===== src/rtl/ram_loader_if.sv =====
// Byte-stream handshake between a front end (serial receiver, debouncer) and the RAM loader.
// Latency: none. This is wiring only.
// Backpressure: a byte transfers on a cycle when byte_valid and byte_ready are both high.
interface ram_loader_if #(
    parameter int DATA_W = 8
);
    logic              byte_valid;
    logic [DATA_W-1:0] byte_data;
    logic              byte_ready;

    // Front end drives the byte and its valid flag.
    modport master (
        output byte_valid,
        output byte_data,
        input  byte_ready
    );

    // The loader consumes the byte and drives ready.
    modport slave (
        input  byte_valid,
        input  byte_data,
        output byte_ready
    );
endinterface


===== src/rtl/ram_loader.sv =====
// Loads 2^ADDR_W bytes from a valid/ready stream into the program RAM, then releases run.
// Latency: 4 cycles per byte (SETUP, WRITE, HOLD, WAIT); full load with back-to-back bytes gives done at cycle 65.
// Backpressure: byte_ready is high only in WAIT, so the source is stalled during each write cycle.
module ram_loader #(
    parameter int ADDR_W = 4,
    parameter int DATA_W = 8
) (
    input  logic              clock,
    input  logic              reset,
    input  logic              load_req,
    input  logic              abort,
    ram_loader_if.slave       byte_if,
    output logic [ADDR_W-1:0] address,
    output logic [DATA_W-1:0] prog_data,
    output logic              we,
    output logic              run,
    output logic              busy,
    output logic              done,
    output logic [ADDR_W:0]   count
);

    typedef enum logic [2:0] {
        S_IDLE   = 3'd0,
        S_WAIT   = 3'd1,
        S_SETUP  = 3'd2,
        S_WRITE  = 3'd3,
        S_HOLD   = 3'd4,
        S_FINISH = 3'd5
    } state_t;

    localparam logic [ADDR_W-1:0] ADDR_LAST = {ADDR_W{1'b1}};
    localparam logic [ADDR_W:0]   COUNT_MAX = {1'b1, {ADDR_W{1'b0}}};

    state_t state;
    state_t next_state;

    // An abort seen during WRITE is remembered so HOLD can still honour it.
    logic abort_pend;

    // byte_ready is a flop that is high exactly when state is WAIT.
    logic handshake;
    assign handshake = byte_if.byte_valid & byte_if.byte_ready;

    // Next-value decode for the registered control outputs.
    logic run_d;
    logic ready_d;
    logic we_d;
    logic busy_d;
    logic done_d;

    // State register.
    always_ff @(posedge clock) begin
        if (reset) begin
            state <= S_IDLE;
        end else begin
            state <= next_state;
        end
    end

    // Next-state logic: abort wins in IDLE/WAIT/SETUP, is deferred across WRITE.
    always_comb begin
        next_state = state;
        case (state)
            S_IDLE: begin
                if (load_req && !abort) begin
                    next_state = S_WAIT;
                end
            end
            S_WAIT: begin
                if (abort) begin
                    next_state = S_IDLE;
                end else if (handshake) begin
                    next_state = S_SETUP;
                end
            end
            S_SETUP: begin
                next_state = abort ? S_IDLE : S_WRITE;
            end
            S_WRITE: begin
                next_state = S_HOLD;
            end
            S_HOLD: begin
                if (address == ADDR_LAST) begin
                    next_state = S_FINISH;
                end else if (abort || abort_pend) begin
                    next_state = S_IDLE;
                end else begin
                    next_state = S_WAIT;
                end
            end
            S_FINISH: begin
                next_state = S_IDLE;
            end
            default: begin
                next_state = S_IDLE;
            end
        endcase
    end

    // Output decode from the upcoming state so every control output can be a flop.
    always_comb begin
        run_d   = (next_state == S_IDLE);
        ready_d = (next_state == S_WAIT);
        we_d    = (next_state == S_WRITE);
        busy_d  = (next_state != S_IDLE);
        done_d  = (next_state == S_FINISH);
    end

    // Control output registers; reset drops we in the same cycle and returns to run mode.
    always_ff @(posedge clock) begin
        if (reset) begin
            run                <= 1'b1;
            byte_if.byte_ready <= 1'b0;
            we                 <= 1'b0;
            busy               <= 1'b0;
            done               <= 1'b0;
        end else begin
            run                <= run_d;
            byte_if.byte_ready <= ready_d;
            we                 <= we_d;
            busy               <= busy_d;
            done               <= done_d;
        end
    end

    // Address, data, count and deferred-abort bookkeeping.
    always_ff @(posedge clock) begin
        if (reset) begin
            address    <= '0;
            prog_data  <= '0;
            count      <= '0;
            abort_pend <= 1'b0;
        end else begin
            case (state)
                S_IDLE: begin
                    abort_pend <= 1'b0;
                    if (load_req && !abort) begin
                        address <= '0;
                        count   <= '0;
                    end
                end
                S_WAIT: begin
                    // A byte offered together with abort is consumed but never written.
                    if (handshake && !abort) begin
                        prog_data <= byte_if.byte_data;
                    end
                end
                S_WRITE: begin
                    abort_pend <= abort;
                end
                S_HOLD: begin
                    abort_pend <= 1'b0;
                    if (count != COUNT_MAX) begin
                        count <= count + (ADDR_W + 1)'(1);
                    end
                    // Address never wraps: it only advances when another byte is expected.
                    if (next_state == S_WAIT) begin
                        address <= address + ADDR_W'(1);
                    end
                end
                default: begin
                end
            endcase
        end
    end

endmodule

===== src/flat_wrapper.sv =====
// flat-port wrapper written by rule: the top's interface ports become plain ports
module ram_loader_flat 
#(
    parameter int ADDR_W = 4,
    parameter int DATA_W = 8
)
  (clock, reset, load_req, abort, address, prog_data, we, run, busy, done, count, byte_if_byte_valid, byte_if_byte_data, byte_if_byte_ready);
  ram_loader_if #(.DATA_W(DATA_W)) byte_if_i ();
  input  logic clock;
  input  logic reset;
  input  logic load_req;
  input  logic abort;
  output logic [ADDR_W-1:0] address;
  output logic [DATA_W-1:0] prog_data;
  output logic we;
  output logic run;
  output logic busy;
  output logic done;
  output logic [ADDR_W:0] count;
  input wire logic [$bits(byte_if_i.byte_valid)-1:0] byte_if_byte_valid;
  input wire logic [$bits(byte_if_i.byte_data)-1:0] byte_if_byte_data;
  output wire logic [$bits(byte_if_i.byte_ready)-1:0] byte_if_byte_ready;
  assign byte_if_i.byte_valid = byte_if_byte_valid;
  assign byte_if_i.byte_data = byte_if_byte_data;
  assign byte_if_byte_ready = byte_if_i.byte_ready;
  ram_loader #(.ADDR_W(ADDR_W), .DATA_W(DATA_W)) u_core (.clock(clock), .reset(reset), .load_req(load_req), .abort(abort), .byte_if(byte_if_i), .address(address), .prog_data(prog_data), .we(we), .run(run), .busy(busy), .done(done), .count(count));
endmodule

===== config.mk =====
export PLATFORM = sky130hd
export DESIGN_NAME = ram_loader_flat
export DESIGN_NICKNAME = d
export VERILOG_FILES = /design/src/rtl/ram_loader_if.sv /design/src/rtl/ram_loader.sv /design/src/flat_wrapper.sv
export SDC_FILE = /design/constraint.sdc
export NUM_CORES = 1
export LEC_CHECK = 0
export CAP_MARGIN = 20
export CELL_PAD_IN_SITES_DETAIL_PLACEMENT = 2
export CELL_PAD_IN_SITES_GLOBAL_PLACEMENT = 2
export CORE_ASPECT_RATIO = 0.8
export CORE_MARGIN = 2
export CORE_UTILIZATION = 27
export DETAILED_ROUTE_END_ITERATION = 7
export GPL_TIMING_DRIVEN = 1
export PLACE_DENSITY = 0.85
export SLEW_MARGIN = 20
export SYNTH_ARGS = -nofsm -noshare
export SYNTH_HDL_FRONTEND = slang
export SYNTH_SLANG_ARGS = --single-unit

===== constraint.sdc =====
create_clock -name clock -period 2.2 [get_ports clock]
set_clock_uncertainty 0.2 [all_clocks]
set_input_delay 0.66 -clock clock [delete_from_list [all_inputs] [get_ports clock]]
set_output_delay 0.66 -clock clock [all_outputs]
set_load 0.02 [all_outputs]

==> impl_metrics.yaml, run 1 <==
synth:
  yosysTopAreaCell: "dfxtp_1"
  syn_nets: 138
  synth_edf_count: 0
  avgSynthCellArea_um2: 9.43
  syn_area_mm2: 0.00115
  ys.flop_type: "dfxtp_1"
  ys_async_sr_fraction_pct: 0
  synth_cells: 122
  ys_warn_count: 0
  seq_area_frac_synth_pct: 45.3
  yosysUniqueCellTypes: 39
  synth_top_area_share_pct: 45.3
  synth_area_leaders: "dfxtp_1 (45%), mux2i_1 (7.0%), nor2_1 (4.6%)"
  ys_ff_latch: 26
clock_network:
  insertion_delay_ns: 0.28
  htreeDepth: 1
  cts_sinks: 26
  cts_tree: "built"
  cts_root_buffer: "clkbuf_8"
  cts.clk_slew.worst_paths_ns: 0.09
  cts_setup_buffers: 0
  numCtsBuffers: 3
  cts_buffer_depth: 2
  postCtsHoldBufs: 0
floorplan:
  rows: 21
  ios: 35
  initial_core_util_pct: 27.9
  die_w_um: 77.0
  fp.dieH_um: 62.4
  coreArea_mm2: 0.00413
  die_area_mm2: 0.00480
setup_path:
  cp_max_fo: 4
  worstSetupEndpointType: "primary output"
  max_stage_delay_ns: 0.63
  r2r-start: "u_core.state[2]"
  cp.arrival_ns: 1.29
  crit_required_ns: 1.34
  worst_setup_path_start_kind: "flop"
  reg2regPathDepth: 4
  cp_top_family: "buffers and inverters"
  reg2reg_slack_ns: 0.24
  r2r_end: "u_core.count[2]"
  worstPathCellList: "clkdlybuf4s50_1"
  cp_num_buf_inv: 1
  crit_slowest_cell: "clkdlybuf4s50_1"
  critical_path_class: "reg2out"
flow_run:
  drv_cap: 0
sta:
  slew_headroom_pct: 65.2
  fin_setup_tns_ns: 0
  setup_viol: 0
  worst_slew_pin_slew_ns: 0.520
  layout_min_cycle_time_ns: 2.15
  layout_setup_ws_ns: 0.0507
  rsz0062_at_grt: "no"
  clock.fmax_mhz: 465
  finalCritPeriodShare_pct: 97.7
  hold_viol: 0
  maxSlewViolCount: 0
  fin_hold_ws_ns: 0.317
final_layout:
  final_cells: 226
  register_area_um2: 520
  syn2layout_area_growth_pct: 48.7
  n_antenna_cell: 0
  final_util_pct: 41.5
  multi_input_comb_area_um2: 598
  num-fill-cells: 464
  drive_gt1_share_pct: 14.2
  post-route-cell-area_mm2: 0.00171
  mostFrequentLayoutCells: "dfxtp_1 (26), clkdlybuf4s50_1 (25), nor2_1 (13)"
  fin_nets: 186
  mostFrequentLayoutCell: "dfxtp_1"
global_routing:
  grt-ovfl-total: 0
  antenna_found_initial: 0
  track_usage_pct: 17.6
  grt_pass1_vias: 1254
  grt_max_degree: 15
  grt_pass1_wl_um: 6610
pwr:
  p_leak_nw: 0.685
  power_mw: 0.886
  power_density_mw_per_mm2: 518
  ir_worst_vdd_v: 0.000267
placement:
  pre_cts_ws_ns: -0.280
  placed_area_mm2: 0.00165
  dp_hpwl_um: 2990
  globalplace.congestion: 0.737
  dp_cells: 222
  io_buffer_count: 34
route:
  remaining_drc_errors: 0
  post_drt_wl_per_cell_um: 17.4
  postRouteAntennaNets: 0
  dr.pass1.iters: 4
  drt-initial-drc-count: 42
  viasPerCell: 4.83
  route.vias.total: 1091
  wl_um: 3940
worst_hold_path:
  min-delay-start: "u_core.count[1]"
  holdPathStages: 2
  min_path_type: "reg2reg"
  hold-path-endpoint: "u_core.count[1]"
outcome:
  status: "finished clean"
cell type report:
class                      instances  share of cell area (%)
timing repair buffer              46                    26.1
multi-input combinational         88                    35.0
clock buffer                       4                    3.22
tap                               57                    4.17
inverter                           5                    1.10
sequential                        26                    30.4
layer usage:
| layer | vias to the layer above | GRT usage (%) | wire length [um] | share of wire (%) |
|---|---|---|---|---|
| met5 | - | 0 | 0 | 0 |
| met4 | 0 | 5.45 | 45 | 1.1 |
| met3 | 4 | 3.32 | 98 | 2.5 |
| met2 | 14 | 31.9 | 2030 | 52 |
| met1 | 545 | 21.0 | 1760 | 45 |
| li1 | 528 | - | - | - |
synth_stat cells (2+ instances only):
library cell  instances
a21boi_1              3
o21ai_0               2
nand2b_1              3
a21o_1                3
o31ai_1               2
mux2i_1               8
nor2_1               14
ha_1                  3
nand2_1               8
inv_1                 5
clkbuf_1              2
a21oi_1               6
a31oi_1               2
dfxtp_1              26
nand3_1               7
or4_1                 2
nor3_1                2
a22oi_1               2
or2_2                 2
state kept, by name, indices dropped and copies added (netlist names):
name / flops
u_core.count: 5
u_core.abort_pend: 1
u_core.busy: 1
u_core.done: 1
u_core.run: 1
u_core.prog_data: 8
u_core.byte_if.byte_ready: 1
u_core.we: 1
u_core.address: 4
u_core.state: 3
worst min-delay path: stages (launching register included):
cell and delay [ns]:
dfxtp_1 0.35, nand2_1 0.07, a21oi_1 0.05
cells by family after synthesis:
kind of cell	synth area share, %
buffers and inverters	2.94
DFF	45.3
adders and majority gates	3.26
muxes	6.96
AOI/OAI and AO/OA	15.7
and+or+nand+nor	25.9
report_power, final:
group	internal (mW)	leakage, nW	total (mW)	switching (mW)
Clock	0.160	0.0288	0.319	0.159
Combinational	0.0450	0.446	0.0856	0.0406
Sequential	0.475	0.210	0.481	0.00546
how the worst max path moves through the flow:
stage                     depth (start not counted)                         to              start
final                                             1                 address[1]  u_core.address[1]
after global routing                              1                 address[1]  u_core.address[1]
after CTS                                         1                 address[3]  u_core.address[3]
after detailed placement                          6  u_core.byte_if.byte_ready              abort
after global placement                            5            u_core.count[4]              abort
after floorplan                                   4            u_core.count[3]              abort
timing repair:
| action | in CTS | in global routing |
|---|---|---|
| resized for setup | 6 | 4 |
| setup endpoints to repair | 7 | 4 |
| pin swaps | 1 | 0 |
(Power assumes the default switching activity.)
==> run 2, diff against run 1 <==
--- a/config.mk
+++ b/config.mk
@@ -5,6 +5,7 @@
 export SDC_FILE = /design/constraint.sdc
 export NUM_CORES = 1
 export LEC_CHECK = 0
+export ABC_AREA = 0
 export CAP_MARGIN = 20
 export CELL_PAD_IN_SITES_DETAIL_PLACEMENT = 2
 export CELL_PAD_IN_SITES_GLOBAL_PLACEMENT = 2
@@ -14,7 +15,8 @@
 export DETAILED_ROUTE_END_ITERATION = 7
 export GPL_TIMING_DRIVEN = 1
 export PLACE_DENSITY = 0.85
-export SLEW_MARGIN = 20
+export REMOVE_ABC_BUFFERS = 1
+export SLEW_MARGIN = 30
 export SYNTH_ARGS = -nofsm -noshare
 export SYNTH_HDL_FRONTEND = slang
 export SYNTH_SLANG_ARGS = --single-unit
==> run 2 against run 1 <==
Net effect: first-iteration DRC count shrank 2.4%; global-route usage shrank 1.0 points; combinational power grew 2.8%; utilization grew 0.15 points; hold slack lost 0.0075 ns; sequential share of layout area shrank 0.11 points; critical endpoint is now count[4]; highest routed layer unchanged.
==> impl_metrics.yaml, run 2 (synthesis gave the netlist of run 1 again) <==
global_routing:
  track_usage_pct: 16.6
  grt-ovfl-total: 0
  grtUsageMet1_pct: 20.4
  top_usage_layer: "met2"
  antenna_found_initial: 0
  grt_pass1_wl_um: 6300
  grt_pass1_vias: 1199
  met3_usage_pct: 2.31
  met2_usage_pct: 30.6
  grt_max_degree: 14
floorplan:
  die_w_um: 77.0
  coreArea_mm2: 0.00413
  fp.dieH_um: 62.4
  ios: 35
  die_area_mm2: 0.00480
  initial_core_util_pct: 27.9
  rows: 21
final_layout:
  mostFrequentLayoutCells: "dfxtp_1 (26), clkdlybuf4s50_1 (25), nor2_1 (14)"
  reg_top3: "u_core.prog_data (8), u_core.count (5), u_core.address (4)"
  n_antenna_cell: 0
  mostFrequentLayoutCell: "dfxtp_1"
  largest_reg_flops: 8
  final_util_pct: 41.6
  num-fill-cells: 469
  final_cells: 226
  drive_gt1_share_pct: 13.6
  fin_nets: 187
  top_register: "u_core.prog_data"
  syn2layout_area_growth_pct: 49.3
pwr:
  p_leak_nw: 0.741
  ir_worst_vdd_v: 0.000241
  power_density_mw_per_mm2: 489
placement:
  dp_hpwl_um: 2820
  io_buffer_count: 34
  dp_cells: 221
  globalplace.congestion: 0.767
setup_path:
  cp.arrival_ns: 1.28
  cp_top_family: "buffers and inverters"
  worstSetupEndpointType: "primary output"
  critical_path_class: "reg2out"
  crit_required_ns: 1.34
  cp_max_fo: 4
  cp_num_buf_inv: 1
  worst_setup_path_start_kind: "flop"
  worstPathCellList: "clkdlybuf4s50_1"
  crit_slowest_cell: "clkdlybuf4s50_1"
  max_stage_delay_ns: 0.62
route:
  dr.pass1.iters: 2
  postRouteAntennaNets: 0
  wl_um: 3770
  viasPerCell: 4.85
  route.vias.total: 1096
  remaining_drc_errors: 0
  post_drt_wl_per_cell_um: 16.7
  drt-initial-drc-count: 41
sta:
  fin_hold_ws_ns: 0.309
  finalCritPeriodShare_pct: 97.3
  worst_slew_pin_slew_ns: 0.385
  clock.fmax_mhz: 467
  maxSlewViolCount: 0
  hold_viol: 0
  setup_viol: 0
  rsz0062_at_grt: "no"
  layout_min_cycle_time_ns: 2.14
  slew_headroom_pct: 74.3
clock_network:
  cts_tree: "built"
  numCtsBuffers: 3
  cts_sinks: 26
  cts.clk_slew.worst_paths_ns: 0.09
  htreeDepth: 1
  insertion_delay_ns: 0.27
  cts_root_buffer: "clkbuf_8"
  cts_buffer_depth: 2
outcome:
  status: "finished clean"
worst_hold_path:
  min_path_type: "reg2reg"
flow_run:
  drv_cap: 0
run 2: changes by cell type in the layout (fill, tap and decap cells not counted), sizes merged:
cell          previous run  this run
dlygate4sd2              5         1
buf                     12        13
clkbuf                   4         3
dlymetal6s2s             4         8
run 2: metal layers:
layer | wire, um | vias up
met1 | 1660 | 547
li1 | - | 533
met4 | 43 | 0
met3 | 59 | 5
met5 | 0 | -
met2 | 2000 | 11
run 2: final cells by class:
cell class | count | area, um2 | area share, %
Inverter | 5 | 18.8 | 1.09
Tap cell | 57 | 71.3 | 4.15
Clock buffer | 3 | 41.3 | 2.41
Multi-Input combinational cell | 88 | 596 | 34.7
Timing Repair Buffer | 47 | 469 | 27.3
Sequential cell | 26 | 520 | 30.3
run 2: final timing paths:
path	startpoint	end	slack (ns)	cells past startpoint
worst max-delay path	u_core.count[4]	count[4]	0.06	1
worst min-delay path	u_core.prog_data[2]	u_core.prog_data[2]	0.31	2
worst max register to register	u_core.address[0]	u_core.byte_if.byte_ready	0.35	5
worst min register to register	u_core.prog_data[2]	u_core.prog_data[2]	0.31	2
run 2: per-stage QoR:
step / instance area (um2) / setup TNS, ns / total power, mW / setup slack [ns]
global route: 1720 / 0 / 0.880 / 0.0232
CTS: 1700 / 0 / 0.858 / 0.0119
detailed placement: 1640 / -4.23 / 0.575 / -0.301
finish: 1720 / 0 / 0.840 / 0.0586
floorplan: 1130 / 0 / 0.517 / 0.353
global placement: 1640 / -2.40 / 0.569 / -0.193
run 2: repair_timing:
item,in CTS,in global routing
endpoints found under the setup margin,4,9
hold buffers,0,0
pin swaps,1,1
resized for setup,1,8
cloned,0,0
setup buffers,2,0
run 2: where the power goes:
part	switching, mW	total, mW	internal, mW
clock	0.149	0.272	0.123
combinational	0.0408	0.0880	0.0471
sequential	0.00519	0.480	0.475
==> run 3, diff against run 2 <==
--- a/config.mk
+++ b/config.mk
@@ -5,16 +5,16 @@
 export SDC_FILE = /design/constraint.sdc
 export NUM_CORES = 1
 export LEC_CHECK = 0
-export ABC_AREA = 0
+export ABC_AREA = 1
 export CAP_MARGIN = 20
 export CELL_PAD_IN_SITES_DETAIL_PLACEMENT = 2
 export CELL_PAD_IN_SITES_GLOBAL_PLACEMENT = 2
 export CORE_ASPECT_RATIO = 0.8
 export CORE_MARGIN = 2
-export CORE_UTILIZATION = 27
+export CORE_UTILIZATION = 25
 export DETAILED_ROUTE_END_ITERATION = 7
 export GPL_TIMING_DRIVEN = 1
-export PLACE_DENSITY = 0.85
+export PLACE_DENSITY = 0.84
 export REMOVE_ABC_BUFFERS = 1
 export SLEW_MARGIN = 30
 export SYNTH_ARGS = -nofsm -noshare
==> run 3 against run 2 <==
Net effect: global-route usage decreased by 2.2 points; synthesized cell count increased by 30%; area after synthesis increased by 4.6%; largest cell class unchanged; total power increased by 23%; sequential share of layout area decreased by 0.11 points.
==> impl_metrics.yaml, run 3 <==
outcome:
  status: "finished clean"
pwr:
  p_leak_nw: 0.799
  clkPwrFrac_pct: 39.5
  ir_worst_vdd_v: 0.000234
  switchingPower_mw: 0.246
  pwr-share-seq_pct: 47.7
  pwr-share-comb_pct: 12.8
  power_density_mw_per_mm2: 600
  swShare_pct: 23.8
  intPower_mw: 0.788
clock_network:
  cts_root_buffer: "clkbuf_8"
  cts.clk_slew.worst_paths_ns: 0.10
  numCtsBuffers: 3
  postCtsHoldBufs: 0
  cts_tree: "built"
  cts_buffer_depth: 2
  insertion_delay_ns: 0.28
  htreeDepth: 1
  cts_sinks: 26
floorplan:
  initial_core_util_pct: 26.2
  die_area_mm2: 0.00538
  die_w_um: 81.5
  ios: 35
  fp.dieH_um: 66.0
  rows: 22
  coreArea_mm2: 0.00460
synth:
  syn_area_mm2: 0.00120
  synth_common_cells: "nor2_1 (35), dfxtp_1 (26), inv_1 (17)"
  synth_area_leaders: "dfxtp_1 (43%), nor2_1 (11%), inv_1 (5.3%)"
  avgSynthCellArea_um2: 7.61
  synth_edf_count: 0
  yosysUniqueCellTypes: 23
  ys.flop_type: "dfxtp_1"
  yosysTopAreaCell: "dfxtp_1"
  seq_area_frac_synth_pct: 43.3
  ys_ff_latch: 26
  synth_top_area_share_pct: 43.3
  ys_async_sr_fraction_pct: 0
  post-synth-top-count-cell: "nor2_1"
  synth_cells: 158
  ys_warn_count: 0
sta:
  worst_slew_pin_slew_ns: 0.360
  layout_setup_ws_ns: 0.0700
  setup_viol: 0
  slew_headroom_pct: 76.0
  fin_hold_ws_ns: 0.293
  maxSlewViolCount: 0
  finalCritPeriodShare_pct: 96.8
  layout_min_cycle_time_ns: 2.13
  hold_viol: 0
  clock.fmax_mhz: 469
  fin_setup_tns_ns: 0
  rsz0062_at_grt: "no"
global_routing:
  antenna_found_initial: 0
  grt_pass1_wl_um: 5820
  grt-ovfl-total: 0
  grt_max_degree: 16
  track_usage_pct: 14.5
  grt_pass1_vias: 1139
route:
  route.met2.wl_um: 1670
  route.vias.total: 1154
  postRouteAntennaNets: 0
  top_layer_used: "met4"
  dr.pass1.iters: 3
  wl_met1_um: 1690
  remaining_drc_errors: 0
  met3_length_um: 141
  wl_um: 3510
  drt-initial-drc-count: 40
  post_drt_wl_per_cell_um: 13.6
  viasPerCell: 4.47
final_layout:
  syn2layout_area_growth_pct: 43.3
  n_antenna_cell: 0
  fin_nets: 215
  drive_gt1_share_pct: 14.6
  largest_reg_flops: 8
  mostFrequentLayoutCell: "nor2_1"
  reg_top3: "u_core.prog_data (8), u_core.count (5), u_core.address (4)"
  top_register: "u_core.prog_data"
  mostFrequentLayoutCells: "nor2_1 (35), clkdlybuf4s50_1 (26), dfxtp_1 (26)"
setup_path:
  critical_path_class: "reg2out"
  crit_required_ns: 1.34
  cp_num_buf_inv: 1
  crit_slowest_cell: "clkdlybuf4s50_1"
  max_stage_delay_ns: 0.62
  cp_max_fo: 4
  worst_setup_path_start_kind: "flop"
  worstPathCellList: "clkdlybuf4s50_1"
  cp_top_family: "buffers and inverters"
  worstSetupEndpointType: "primary output"
  cp.arrival_ns: 1.27
placement:
  dp_hpwl_um: 2750
  pre_cts_ws_ns: -0.0971
  io_buffer_count: 34
  globalplace.congestion: 0.744
flow_run:
  drv_cap: 0
worst_hold_path:
  min_path_type: "reg2reg"
run 3: cell count changes after synthesis, sizes merged, moves of 3 or more:
cell and change:
nor2 +26, inv +16, nand2 +11, mux2i -8
o21ai +8, nand3 +6, a21boi -4, a21o -3
a21oi +3, nand2b -3, nor3 +3
run 3: worst paths after layout:
check	start	end	slack (ns)	cells after the start
setup / recovery	u_core.address[1]	address[1]	0.07	1
hold / removal	u_core.prog_data[2]	u_core.prog_data[2]	0.29	2
setup reg to reg	u_core.address[0]	u_core.address[3]	0.42	7
hold reg to reg	u_core.prog_data[2]	u_core.prog_data[2]	0.29	2
run 3: power by group through the flow:
stage | clock network, mW | registers, mW | logic, mW
final | 0.408 | 0.493 | 0.132
after global routing | 0.449 | 0.496 | 0.147
after CTS | 0.429 | 0.494 | 0.135
after detailed placement | 0 | 0.505 | 0.136
after global placement | 0 | 0.504 | 0.131
after floorplan | 0 | 0.516 | 0.0529
run 3: layer usage:
layer | up-vias | track usage [%]
met1 | 548 | 19.4
met4 | 0 | 3.18
met3 | 2 | 3.42
met2 | 24 | 23.5
met5 | - | 0
li1 | 580 | -
run 3: cell families (layout without fill, tap and decap cells):
group,after synthesis,count (layout),share of synthesized area [%]
buf+inv,24,64,8.22
fa+ha+maj,3,3,3.12
flops,26,26,43.3
xor+xnor,3,3,2.19
simple gates,80,80,33.2
compound gates,22,22,9.99
run 3: final cells by class:
cell class              count  area, um2
multi-input cells         108        583
repair buffers             39        394
flip-flops and latches     26        520
fillers                   521       2870
clock inverters             1       30.0
well taps                  60       75.1
inverters                  21       78.8
clock buffers               3       41.3
run 3: timing repair:
item / 4_1_cts / 5_1_grt
setup buffers: 0 / 0
endpoints found under the setup margin: 1 / 7
resized for setup: 1 / 7
gates cloned: 0 / 0
run 3: stage by stage:
stage	utilization (%)	instance area (um2)	instances	power [mW]
final	37.5	1720	258	1.03
after detailed placement	35.6	1640	254	0.641
after floorplan	-	1180	155	0.569
after global routing	37.5	1720	258	1.09
after CTS	37.1	1710	258	1.06
after global placement	35.6	1640	254	0.635
